`src/rtl/rv_pkg.sv`:
```
// ---------------------------------------------------------------------------
// rv_pkg
// Shared definitions for the mini-rv RV32I pipeline:
//   - alu_op_e : 4-bit ALU operation encoding used by EX
//   - imm_fmt_e: immediate format selector used inside decode
//   - OPC_*    : major opcode values (instr[6:0])
//   - id_ex_t  : packed ID/EX pipeline bundle
//   - alu_op_from_funct(): funct3/funct7[5] to ALU operation
// ---------------------------------------------------------------------------
package rv_pkg;

  typedef enum logic [3:0] {
    ALU_ADD    = 4'd0,
    ALU_SUB    = 4'd1,
    ALU_SLL    = 4'd2,
    ALU_SLT    = 4'd3,
    ALU_SLTU   = 4'd4,
    ALU_XOR    = 4'd5,
    ALU_SRL    = 4'd6,
    ALU_SRA    = 4'd7,
    ALU_OR     = 4'd8,
    ALU_AND    = 4'd9,
    ALU_PASS_B = 4'd10
  } alu_op_e;

  typedef enum logic [2:0] {
    IMM_I,
    IMM_S,
    IMM_B,
    IMM_U,
    IMM_J
  } imm_fmt_e;

  localparam logic [6:0] OPC_LUI    = 7'b0110111;
  localparam logic [6:0] OPC_AUIPC  = 7'b0010111;
  localparam logic [6:0] OPC_JAL    = 7'b1101111;
  localparam logic [6:0] OPC_JALR   = 7'b1100111;
  localparam logic [6:0] OPC_BRANCH = 7'b1100011;
  localparam logic [6:0] OPC_LOAD   = 7'b0000011;
  localparam logic [6:0] OPC_STORE  = 7'b0100011;
  localparam logic [6:0] OPC_OP_IMM = 7'b0010011;
  localparam logic [6:0] OPC_OP     = 7'b0110011;
  localparam logic [6:0] OPC_FENCE  = 7'b0001111;
  localparam logic [6:0] OPC_SYSTEM = 7'b1110011;

  typedef struct packed {
    logic        valid;
    logic [31:0] pc;
    logic [31:0] rs1_data;
    logic [31:0] rs2_data;
    logic [31:0] imm;
    logic [4:0]  rs1;
    logic [4:0]  rs2;
    logic [4:0]  rd;
    alu_op_e     alu_op;
    logic [2:0]  funct3;
    logic        alu_src;
    logic        pc_src;
    logic        reg_write;
    logic        mem_read;
    logic        mem_write;
    logic        branch;
    logic        jump;
    logic        illegal;
  } id_ex_t;

  // is_op distinguishes register-register OP (funct7[5] selects SUB and SRA)
  // from OP-IMM (funct7[5] only selects SRA; ADDI has no subtract form).
  function automatic alu_op_e alu_op_from_funct(input logic [2:0] funct3,
                                                input logic       f7b5,
                                                input logic       is_op);
    alu_op_e op;
    case (funct3)
      3'd0:    op = (is_op && f7b5) ? ALU_SUB : ALU_ADD;
      3'd1:    op = ALU_SLL;
      3'd2:    op = ALU_SLT;
      3'd3:    op = ALU_SLTU;
      3'd4:    op = ALU_XOR;
      3'd5:    op = f7b5 ? ALU_SRA : ALU_SRL;
      3'd6:    op = ALU_OR;
      default: op = ALU_AND;
    endcase
    return op;
  endfunction

endpackage

```
`src/rtl/regfile.sv`:
```
// ---------------------------------------------------------------------------
// regfile
// 32 x 32-bit integer register file, x0 hard-wired to zero.
// Ports:
//   clk, rst            : clock, asynchronous active-high reset
//   i_rs1_addr/i_rs2_addr: read addresses (asynchronous read)
//   o_rs1_data/o_rs2_data: read data, with write-first bypass
//   i_we, i_rd_addr, i_wd: synchronous write port
// ---------------------------------------------------------------------------
module regfile (
  input  logic        clk,
  input  logic        rst,
  input  logic [4:0]  i_rs1_addr,
  input  logic [4:0]  i_rs2_addr,
  output logic [31:0] o_rs1_data,
  output logic [31:0] o_rs2_data,
  input  logic        i_we,
  input  logic [4:0]  i_rd_addr,
  input  logic [31:0] i_wd
);

  logic [31:0] r_regs [32];
  logic        w_wr_en;

  assign w_wr_en = i_we && (i_rd_addr != 5'd0);

  // NOTE: the whole array is reset because software may read any register
  // before writing it; this forces flops rather than a RAM macro.
  always_ff @(posedge clk or posedge rst) begin
    if (rst) begin
      for (int i = 0; i < 32; i++) r_regs[i] <= '0;
    end else if (w_wr_en) begin
      r_regs[i_rd_addr] <= i_wd;
    end
  end

  // Write-first: a same-cycle writeback is visible to decode before the edge.
  always_comb begin
    o_rs1_data = r_regs[i_rs1_addr];
    if (i_rs1_addr == 5'd0)                      o_rs1_data = '0;
    else if (w_wr_en && i_rd_addr == i_rs1_addr) o_rs1_data = i_wd;

    o_rs2_data = r_regs[i_rs2_addr];
    if (i_rs2_addr == 5'd0)                      o_rs2_data = '0;
    else if (w_wr_en && i_rd_addr == i_rs2_addr) o_rs2_data = i_wd;
  end

endmodule

```
`src/rtl/decode_stage.sv`:
```
// ---------------------------------------------------------------------------
// decode_stage
// Instruction decode stage of the mini-rv 5-stage RV32I pipeline: register
// file, immediate generation, control decode, load-use hazard detection and
// wrong-path squashing after an EX redirect.
// Ports:
//   clk, rst                          : clock, asynchronous active-high reset
//   if_id_instr_data, if_id_pc        : instruction and PC from fetch
//   ex_if_take_branch                 : EX redirect, IF/ID slot is wrong-path
//   wb_we, wb_rd, wb_data             : register file writeback
//   stall                             : combinational hold request to fetch
//   id_ex_*                           : registered ID/EX bundle
// ---------------------------------------------------------------------------
module decode_stage
  import rv_pkg::*;
#(
  parameter int KILL_CYCLES = 1
) (
  input  logic        clk,
  input  logic        rst,
  input  logic [31:0] if_id_instr_data,
  input  logic [31:0] if_id_pc,
  input  logic        ex_if_take_branch,
  input  logic        wb_we,
  input  logic [4:0]  wb_rd,
  input  logic [31:0] wb_data,
  output logic        stall,
  output logic        id_ex_valid,
  output logic [31:0] id_ex_pc,
  output logic [31:0] id_ex_rs1_data,
  output logic [31:0] id_ex_rs2_data,
  output logic [31:0] id_ex_imm,
  output logic [4:0]  id_ex_rs1,
  output logic [4:0]  id_ex_rs2,
  output logic [4:0]  id_ex_rd,
  output logic [3:0]  id_ex_alu_op,
  output logic [2:0]  id_ex_funct3,
  output logic        id_ex_alu_src,
  output logic        id_ex_pc_src,
  output logic        id_ex_reg_write,
  output logic        id_ex_mem_read,
  output logic        id_ex_mem_write,
  output logic        id_ex_branch,
  output logic        id_ex_jump,
  output logic        id_ex_illegal
);

  // Counter only ever holds KILL_CYCLES-1.
  localparam int KILL_W = (KILL_CYCLES > 1) ? $clog2(KILL_CYCLES) : 1;

  logic [31:0] w_instr;
  logic [6:0]  w_opcode;
  logic [4:0]  w_rs1;
  logic [4:0]  w_rs2;
  logic [4:0]  w_rd;
  logic [2:0]  w_funct3;
  logic        w_f7b5;
  logic [31:0] w_rs1_data;
  logic [31:0] w_rs2_data;
  logic [31:0] w_imm;
  imm_fmt_e    w_imm_fmt;
  logic        w_rs1_used;
  logic        w_rs2_used;
  logic        w_kill;
  id_ex_t      w_dec;
  id_ex_t      r_id_ex;
  logic [KILL_W-1:0] r_kill_cnt;

  assign w_instr  = if_id_instr_data;
  assign w_opcode = w_instr[6:0];
  assign w_rd     = w_instr[11:7];
  assign w_funct3 = w_instr[14:12];
  assign w_rs1    = w_instr[19:15];
  assign w_rs2    = w_instr[24:20];
  assign w_f7b5   = w_instr[30];

  regfile u_regfile (
    .clk        (clk),
    .rst        (rst),
    .i_rs1_addr (w_rs1),
    .i_rs2_addr (w_rs2),
    .o_rs1_data (w_rs1_data),
    .o_rs2_data (w_rs2_data),
    .i_we       (wb_we),
    .i_rd_addr  (wb_rd),
    .i_wd       (wb_data)
  );

  // Immediate generation, all formats sign-extended from instr[31].
  always_comb begin
    case (w_imm_fmt)
      IMM_S:   w_imm = {{20{w_instr[31]}}, w_instr[31:25], w_instr[11:7]};
      IMM_B:   w_imm = {{19{w_instr[31]}}, w_instr[31], w_instr[7],
                        w_instr[30:25], w_instr[11:8], 1'b0};
      IMM_U:   w_imm = {w_instr[31:12], 12'b0};
      IMM_J:   w_imm = {{11{w_instr[31]}}, w_instr[31], w_instr[19:12],
                        w_instr[20], w_instr[30:21], 1'b0};
      default: w_imm = {{20{w_instr[31]}}, w_instr[31:20]};
    endcase
  end

  // Control decode. Flags default to 0 so FENCE falls out as a NOP and
  // SYSTEM/unknown opcodes only raise illegal.
  // NOTE: every signal driven here gets a default first, otherwise opcodes
  // not named in the case would infer latches.
  always_comb begin
    w_dec           = '0;
    w_imm_fmt       = IMM_I;
    w_rs1_used      = 1'b0;
    w_rs2_used      = 1'b0;
    w_dec.valid     = 1'b1;
    w_dec.pc        = if_id_pc;
    w_dec.rs1_data  = w_rs1_data;
    w_dec.rs2_data  = w_rs2_data;
    w_dec.rs1       = w_rs1;
    w_dec.rs2       = w_rs2;
    w_dec.rd        = w_rd;
    w_dec.funct3    = w_funct3;
    w_dec.alu_op    = ALU_ADD;
    case (w_opcode)
      OPC_LUI: begin
        w_imm_fmt       = IMM_U;
        w_dec.alu_op    = ALU_PASS_B;
        w_dec.alu_src   = 1'b1;
        w_dec.reg_write = 1'b1;
      end
      OPC_AUIPC: begin
        w_imm_fmt       = IMM_U;
        w_dec.alu_src   = 1'b1;
        w_dec.pc_src    = 1'b1;
        w_dec.reg_write = 1'b1;
      end
      OPC_JAL: begin
        w_imm_fmt       = IMM_J;
        w_dec.alu_src   = 1'b1;
        w_dec.pc_src    = 1'b1;
        w_dec.reg_write = 1'b1;
        w_dec.jump      = 1'b1;
      end
      OPC_JALR: begin
        w_rs1_used      = 1'b1;
        w_dec.alu_src   = 1'b1;
        w_dec.pc_src    = 1'b1;
        w_dec.reg_write = 1'b1;
        w_dec.jump      = 1'b1;
      end
      OPC_BRANCH: begin
        // EX compares rs1 against rs2; funct3 picks the condition.
        w_imm_fmt    = IMM_B;
        w_rs1_used   = 1'b1;
        w_rs2_used   = 1'b1;
        w_dec.alu_op = ALU_SUB;
        w_dec.branch = 1'b1;
      end
      OPC_LOAD: begin
        w_rs1_used      = 1'b1;
        w_dec.alu_src   = 1'b1;
        w_dec.reg_write = 1'b1;
        w_dec.mem_read  = 1'b1;
      end
      OPC_STORE: begin
        w_imm_fmt       = IMM_S;
        w_rs1_used      = 1'b1;
        w_rs2_used      = 1'b1;
        w_dec.alu_src   = 1'b1;
        w_dec.mem_write = 1'b1;
      end
      OPC_OP_IMM: begin
        w_rs1_used      = 1'b1;
        w_dec.alu_op    = alu_op_from_funct(w_funct3, w_f7b5, 1'b0);
        w_dec.alu_src   = 1'b1;
        w_dec.reg_write = 1'b1;
      end
      OPC_OP: begin
        w_rs1_used      = 1'b1;
        w_rs2_used      = 1'b1;
        w_dec.alu_op    = alu_op_from_funct(w_funct3, w_f7b5, 1'b1);
        w_dec.reg_write = 1'b1;
      end
      OPC_FENCE: ;
      default: w_dec.illegal = 1'b1;
    endcase
    w_dec.imm = w_imm;
  end

  // The IF/ID slot is wrong-path in the redirect cycle and for the
  // following kill_cnt cycles.
  assign w_kill = ex_if_take_branch || (r_kill_cnt != '0);

  assign stall = r_id_ex.valid && r_id_ex.mem_read && (r_id_ex.rd != 5'd0) &&
                 ((w_rs1_used && (r_id_ex.rd == w_rs1)) ||
                  (w_rs2_used && (r_id_ex.rd == w_rs2))) &&
                 !w_kill;

  // NOTE: sequential state uses non-blocking assignments so every register
  // samples pre-edge values regardless of process ordering.
  always_ff @(posedge clk or posedge rst) begin
    if (rst) begin
      r_kill_cnt <= '0;
    end else if (ex_if_take_branch) begin
      r_kill_cnt <= KILL_W'(KILL_CYCLES - 1);
    end else if (r_kill_cnt != '0) begin
      r_kill_cnt <= r_kill_cnt - 1'b1;
    end
  end

  // Kill and stall both insert an all-zero bubble; stall is already
  // suppressed under kill, so kill wins.
  always_ff @(posedge clk or posedge rst) begin
    if (rst) begin
      r_id_ex <= '0;
    end else if (w_kill || stall) begin
      r_id_ex <= '0;
    end else begin
      r_id_ex <= w_dec;
    end
  end

  assign id_ex_valid     = r_id_ex.valid;
  assign id_ex_pc        = r_id_ex.pc;
  assign id_ex_rs1_data  = r_id_ex.rs1_data;
  assign id_ex_rs2_data  = r_id_ex.rs2_data;
  assign id_ex_imm       = r_id_ex.imm;
  assign id_ex_rs1       = r_id_ex.rs1;
  assign id_ex_rs2       = r_id_ex.rs2;
  assign id_ex_rd        = r_id_ex.rd;
  assign id_ex_alu_op    = r_id_ex.alu_op;
  assign id_ex_funct3    = r_id_ex.funct3;
  assign id_ex_alu_src   = r_id_ex.alu_src;
  assign id_ex_pc_src    = r_id_ex.pc_src;
  assign id_ex_reg_write = r_id_ex.reg_write;
  assign id_ex_mem_read  = r_id_ex.mem_read;
  assign id_ex_mem_write = r_id_ex.mem_write;
  assign id_ex_branch    = r_id_ex.branch;
  assign id_ex_jump      = r_id_ex.jump;
  assign id_ex_illegal   = r_id_ex.illegal;

endmodule

```
`config.mk`:
```
export PLATFORM = sky130hd
export DESIGN_NAME = decode_stage
export DESIGN_NICKNAME = d
export VERILOG_FILES = /design/src/rtl/rv_pkg.sv /design/src/rtl/regfile.sv /design/src/rtl/decode_stage.sv
export SDC_FILE = /design/constraint.sdc
export NUM_CORES = 2
export LEC_CHECK = 0
export CAP_MARGIN = 5
export CELL_PAD_IN_SITES_DETAIL_PLACEMENT = 0
export CELL_PAD_IN_SITES_GLOBAL_PLACEMENT = 2
export CORE_ASPECT_RATIO = 0.8
export CORE_UTILIZATION = 44
export CTS_CLUSTER_DIAMETER = 60
export DETAILED_ROUTE_END_ITERATION = 7
export HOLD_SLACK_MARGIN = 0.08
export PLACE_DENSITY_LB_ADDON = 0.1
export SYNTH_ARGS = -nofsm -noshare
export SYNTH_HDL_FRONTEND = slang
export SYNTH_HIERARCHICAL = 1
export SYNTH_SLANG_ARGS = --single-unit
export TNS_END_PERCENT = 30
```
`constraint.sdc`:
```
create_clock -name clk -period 46 [get_ports clk]
set_clock_uncertainty 0.1 [all_clocks]
set_input_delay 13.8 -clock clk [delete_from_list [all_inputs] [get_ports clk]]
set_output_delay 13.8 -clock clk [all_outputs]
set_load 0.05 [all_outputs]
```
# After elaboration in Yosys (flattened, before gate mapping)
# Cells that the tools add are included.
# classes
muxes	33
n_lt_le_gt_ge	4
n_bitwise	3
reduce_logical	27
eq_ne	24
add_sub_neg	1
# op_table
op	count
1024-bit bitwise mux	1
32-bit binary-select mux with 5-bit select	2
32-bit 2-to-1 mux	9
32-bit demux with 5-bit select	1
159-bit 2-to-1 mux	1
31-bit one-hot mux with 4 select lines	1
4-bit one-hot mux with 7 select lines	2
7-bit by 6-bit equality test with 1-bit output, second input constant	3
7-bit equality test, second input constant	3
5-bit equality test	4
6-bit >= comparator, second input constant	3
5-bit NOT with 6-bit output	3
4-bit one-hot mux with 4 select lines	1
7-bit by 5-bit equality test with 1-bit output, second input constant	2
1-bit 2-to-1 mux	14
7-bit OR reduction	2
3-bit by 2-bit equality test with 1-bit output, second input constant	4
3-bit equality test, second input constant	4
3-bit one-hot mux with 4 select lines	1
1-bit logical AND	10
5-bit logical NOT	2
5-bit nonzero test	2
10-bit OR reduction	1
7-bit by 2-bit equality test with 1-bit output, second input constant	1
10 further kinds	15
# totals
word_cells	143
input_bits	105
ff_bits	1184

# Logic depth before layout (Yosys ltp)
# depth
depth_word	9
ltp_mapped	12
ltp_nobuf	7

# Hierarchy
# The synthesis kept the hierarchy.
# modules_own_cells
mod	instances	seq_area_each_um2	cells_each	area_per_inst_um2
regfile	1	25624.6	3828	54846.4
decode_stage	1	3978.8	461	5754.3

# Worst setup path after synthesis
# Ideal clock, no wire load.
# synth_path
kind	input port to output port
startpoint	input if_id_instr_data[3]
endpoint	output stall
arrival_time_ns	15.346
path_slack_ns	16.754
cell_stages	5
cell_sequence	clkbuf_1 > or4_1 > nor4_1 > a21oi_1 > nor2_1
# synth_between
elab_chain_len	7
elab_cells_between_ends	15
# synth_lines
item	line	source
start, declared	decode_stage.sv:21	input logic [31:0] if_id_instr_data,
7-bit by 6-bit equality test with 1-bit output, or another cell as far along	decode_stage.sv:120	case (w_opcode)
6-bit OR reduction (no line) / 3-bit OR reduction (equally long branches)	--	
1-bit 2-to-1 mux	decode_stage.sv:120	
1-bit logical AND (on tied branches)	decode_stage.sv:191, decode_stage.sv:192	
1-bit logical OR *	decode_stage.sv:191	((w_rs1_used && (r_id_ex.rd == w_rs1)) ||
1-bit logical AND *	decode_stage.sv:190	assign stall = r_id_ex.valid && r_id_ex.mem_read && (r_id_ex.rd != 5'd0) &&
1-bit logical AND *	decode_stage.sv:192	(w_rs2_used && (r_id_ex.rd == w_rs2))) &&
end, declared	decode_stage.sv:27	output logic stall,
# Mark *: on every way between the ends. The rest lies on a longest branch, timed or not.

# Worst setup path after layout
# layout_path
startpoint	input if_id_instr_data[1]
endpoint	output stall
# Same word-level chain as after synthesis.

==> results_dict.tcl <==
set metrics [dict create \
    status "completed" \
    clockPowerShare_pct 36.6 \
    period_needed_ns 30.24 \
    maxCapViolations 0 \
    p_switching_mw 0.8636 \
    stdcell_count 6269 \
    htreeDepth 4 \
    grt_pass1_wl_um 318000 \
    r2r_cells 6 \
    yosysTopAreaCell "dfrtp_1" \
    setup_slack_ns 15.76 \
    area_growth_pct 14.19 \
    die-area_um2 139200 \
    start_kind "input pin" \
    cts_buffers 137 \
    io_pins 265 \
    num_vias 40850 \
    ys_types 63 \
    routed_wl_um 221100 \
    hold-path-cell-count 0 \
    die_y_um 333.9 \
    drv_slew 0 \
    drt_iter0_drc 3874 \
    cts-resized-gates 0 \
    grt_pass1_vias 41110 \
    drive_gt1_share_pct 40.96 \
    gp_congestion 0.7993 \
    cts_hold_buffers 0 \
    holdCritPathClass "reg -> reg" \
    overflow 0 \
    die_x_um 416.9 \
    row_count 121 \
    synth-warning-count 6 \
    grt_util_all_layers_pct 31.92 \
    place_ws_ns 15.79 \
    rsz0062_at_grt "false" \
    antenna_found_initial 8 \
    clock-root-buffer "clkbuf_16" \
    drc_errors 0 \
    worst_pin_slew_ns 1.233 \
    final_cell_mix "1183 x dfrtp_1, 1033 x mux2_2, 385 x mux4_2" \
    ys_seq_area_share_pct 48.85 \
    criticalPathCategory "in -> out" \
    synthArstFlopShare_pct 100.0 \
    syn_area_um2 60600 \
    cts_setup_buffers 0 \
    finalHoldViolCount 0 \
    fin_hold_ws_ns 0.2962 \
    p_total_mw 3.063 \
    viasPerCell 6.517 \
    dp.cells 6019 \
    setup_tns_ns 0 \
    yosys-top-cells-area "dfrtp_1 49%, mux2_2 19%, mux4_2 14%, mux2i_1 4.3%, clkbuf_1 1.6%" \
    p_leak_nw 30.48 \
    setup_viol 0 \
    final_common_cell "dfrtp_1" \
    syn-num-nets 4394 \
    cp_max_fo 6 \
    wl_per_cell_um 35.27 \
    synth_top_cell_area_share_pct 48.85 \
    fill_cells 11700 \
    synth_ff_type "dfrtp_1" \
    swShare_pct 28.19 \
    ant_nets 0 \
    cts_buffer_depth 3 \
    core-area_um2 136400 \
    cts_tree "yes" \
    synthCells 4289 \
    p_int_mw 2.199 \
    firstDrtPassIters 7 \
    grt_max_degree 144 \
    final_area_um2 69200 \
    clock_sinks 1183 \
    nets 4418 \
    clk_pin_slew_worst_paths_ns 0.06 \
    pwr-share-comb_pct 19.3 \
    syn-mean-instance-area_um2 14.13 \
    place_area_um2 64630 \
    fmax_ghz 0.03307 \
    worstPathRequired_ns 32.10 \
    clk_latency_ns 0.80 \
    initial_core_util_pct 44.43 \
    end_kind "output pin" \
    p_per_area_nw_per_um2 44.26 \
    max-vdd-ir-drop_mv 0.03915 \
    fin_util_pct 50.73 \
    ys_seq_elements 1183 \
    synth_edf_count 0 \
    fin_crit_sh_pct 65.74 \
    slew_headroom_pct 17.56 \
    arrival_ns 16.34 \
    seq_power_share_pct 44.0 \
    io_buffers 264 \
    dp_hpwl_um 118300 \
]
[layout make-up]
cell class	count	area [um2]	share of cell area (%)
sequential	1183	29600	42.78
multi-input combinational	2617	29170	42.15
clock buffer	204	4129	5.966
timing repair buffer	366	3507	5.068
tap	1845	2308	3.336
clock inverter	43	432.9	0.6256
inverter	8	45.04	0.06509
antenna	3	7.507	0.01085
[power groups by stage]
| stage | Sequential (mW) | Combinational (mW) | Clock, mW |
|---|---|---|---|
| after global routing | 1.37 | 0.629 | 1.18 |
| final | 1.35 | 0.592 | 1.12 |
| after global placement | 1.36 | 0.582 | 0 |
| after detailed placement | 1.36 | 0.590 | 0 |
| after CTS | 1.34 | 0.592 | 1.14 |
| after floorplan | 1.35 | 0.419 | 0 |
[synthesized netlist by cell type (all sizes together) (39+ instances only)]
cell / n
a21oi: 90
a221o: 39
a22oi: 67
and3: 126
buf: 215
clkbuf: 266
dfrtp: 1183
mux2: 1033
mux2i: 258
mux4: 385
nand2: 90
nor2: 98
nor3: 53
o21ai: 47
o221ai: 65
o22ai: 45
[metal layers]
layer	vias to the layer above	track usage [%]	wire [um]
met1	22420	45.05	96370
met3	398	5.410	13860
met2	1560	49.90	103200
met5	-	0	56
li1	16470	-	-
met4	8	11.08	7663
[logic make-up after synthesis]
group / Yosys count / share of synthesized area [%]
multiplexers: 1676 / 37.76
flip-flops: 1183 / 48.85
AND/OR/NAND/NOR: 460 / 4.005
AO/OA/AOI/OAI: 461 / 5.573
buffers and inverters: 489 / 3.518
XOR/XNOR: 20 / 0.2891
[worst paths after layout]
| check | slack (ns) | from | to |
|---|---|---|---|
| max in group asynchronous | 29.11 | rst | u_regfile/r_regs[3] |
| max | 15.76 | if_id_instr_data[1] | stall |
| min reg2reg | 0.30 | u_regfile/r_regs[1001] | u_regfile/r_regs[1001] |
| min | 0.30 | u_regfile/r_regs[1001] | u_regfile/r_regs[1001] |
| min in group asynchronous | 13.58 | rst | u_regfile/r_regs[650] |
| max reg2reg | 42.80 | id_ex_rd[3] | id_ex_rs2_data[27] |
[worst max-delay path, stage by stage]
cell and delay [ns]:
clkdlybuf4s50_1 0.56, nand2_1 0.21, or4_1 0.56, nor4_1 0.23, a21oi_1 0.08, nor2_1 0.10
clkdlybuf4s50_1 0.81
[flip-flops by register name (all words and copies together), names as in the netlist]
name	flops
id_ex_alu_op	4
id_ex_alu_src	1
id_ex_branch	1
id_ex_funct3	3
id_ex_illegal	1
id_ex_imm	32
id_ex_jump	1
id_ex_mem_read	1
id_ex_mem_write	1
id_ex_pc	32
id_ex_pc_src	1
id_ex_rd	5
id_ex_reg_write	1
id_ex_rs1	5
id_ex_rs1_data	32
id_ex_rs2	5
id_ex_rs2_data	32
id_ex_valid	1
u_regfile/r_regs	1024
No activity file was read; power rests on OpenSTA's default activity.
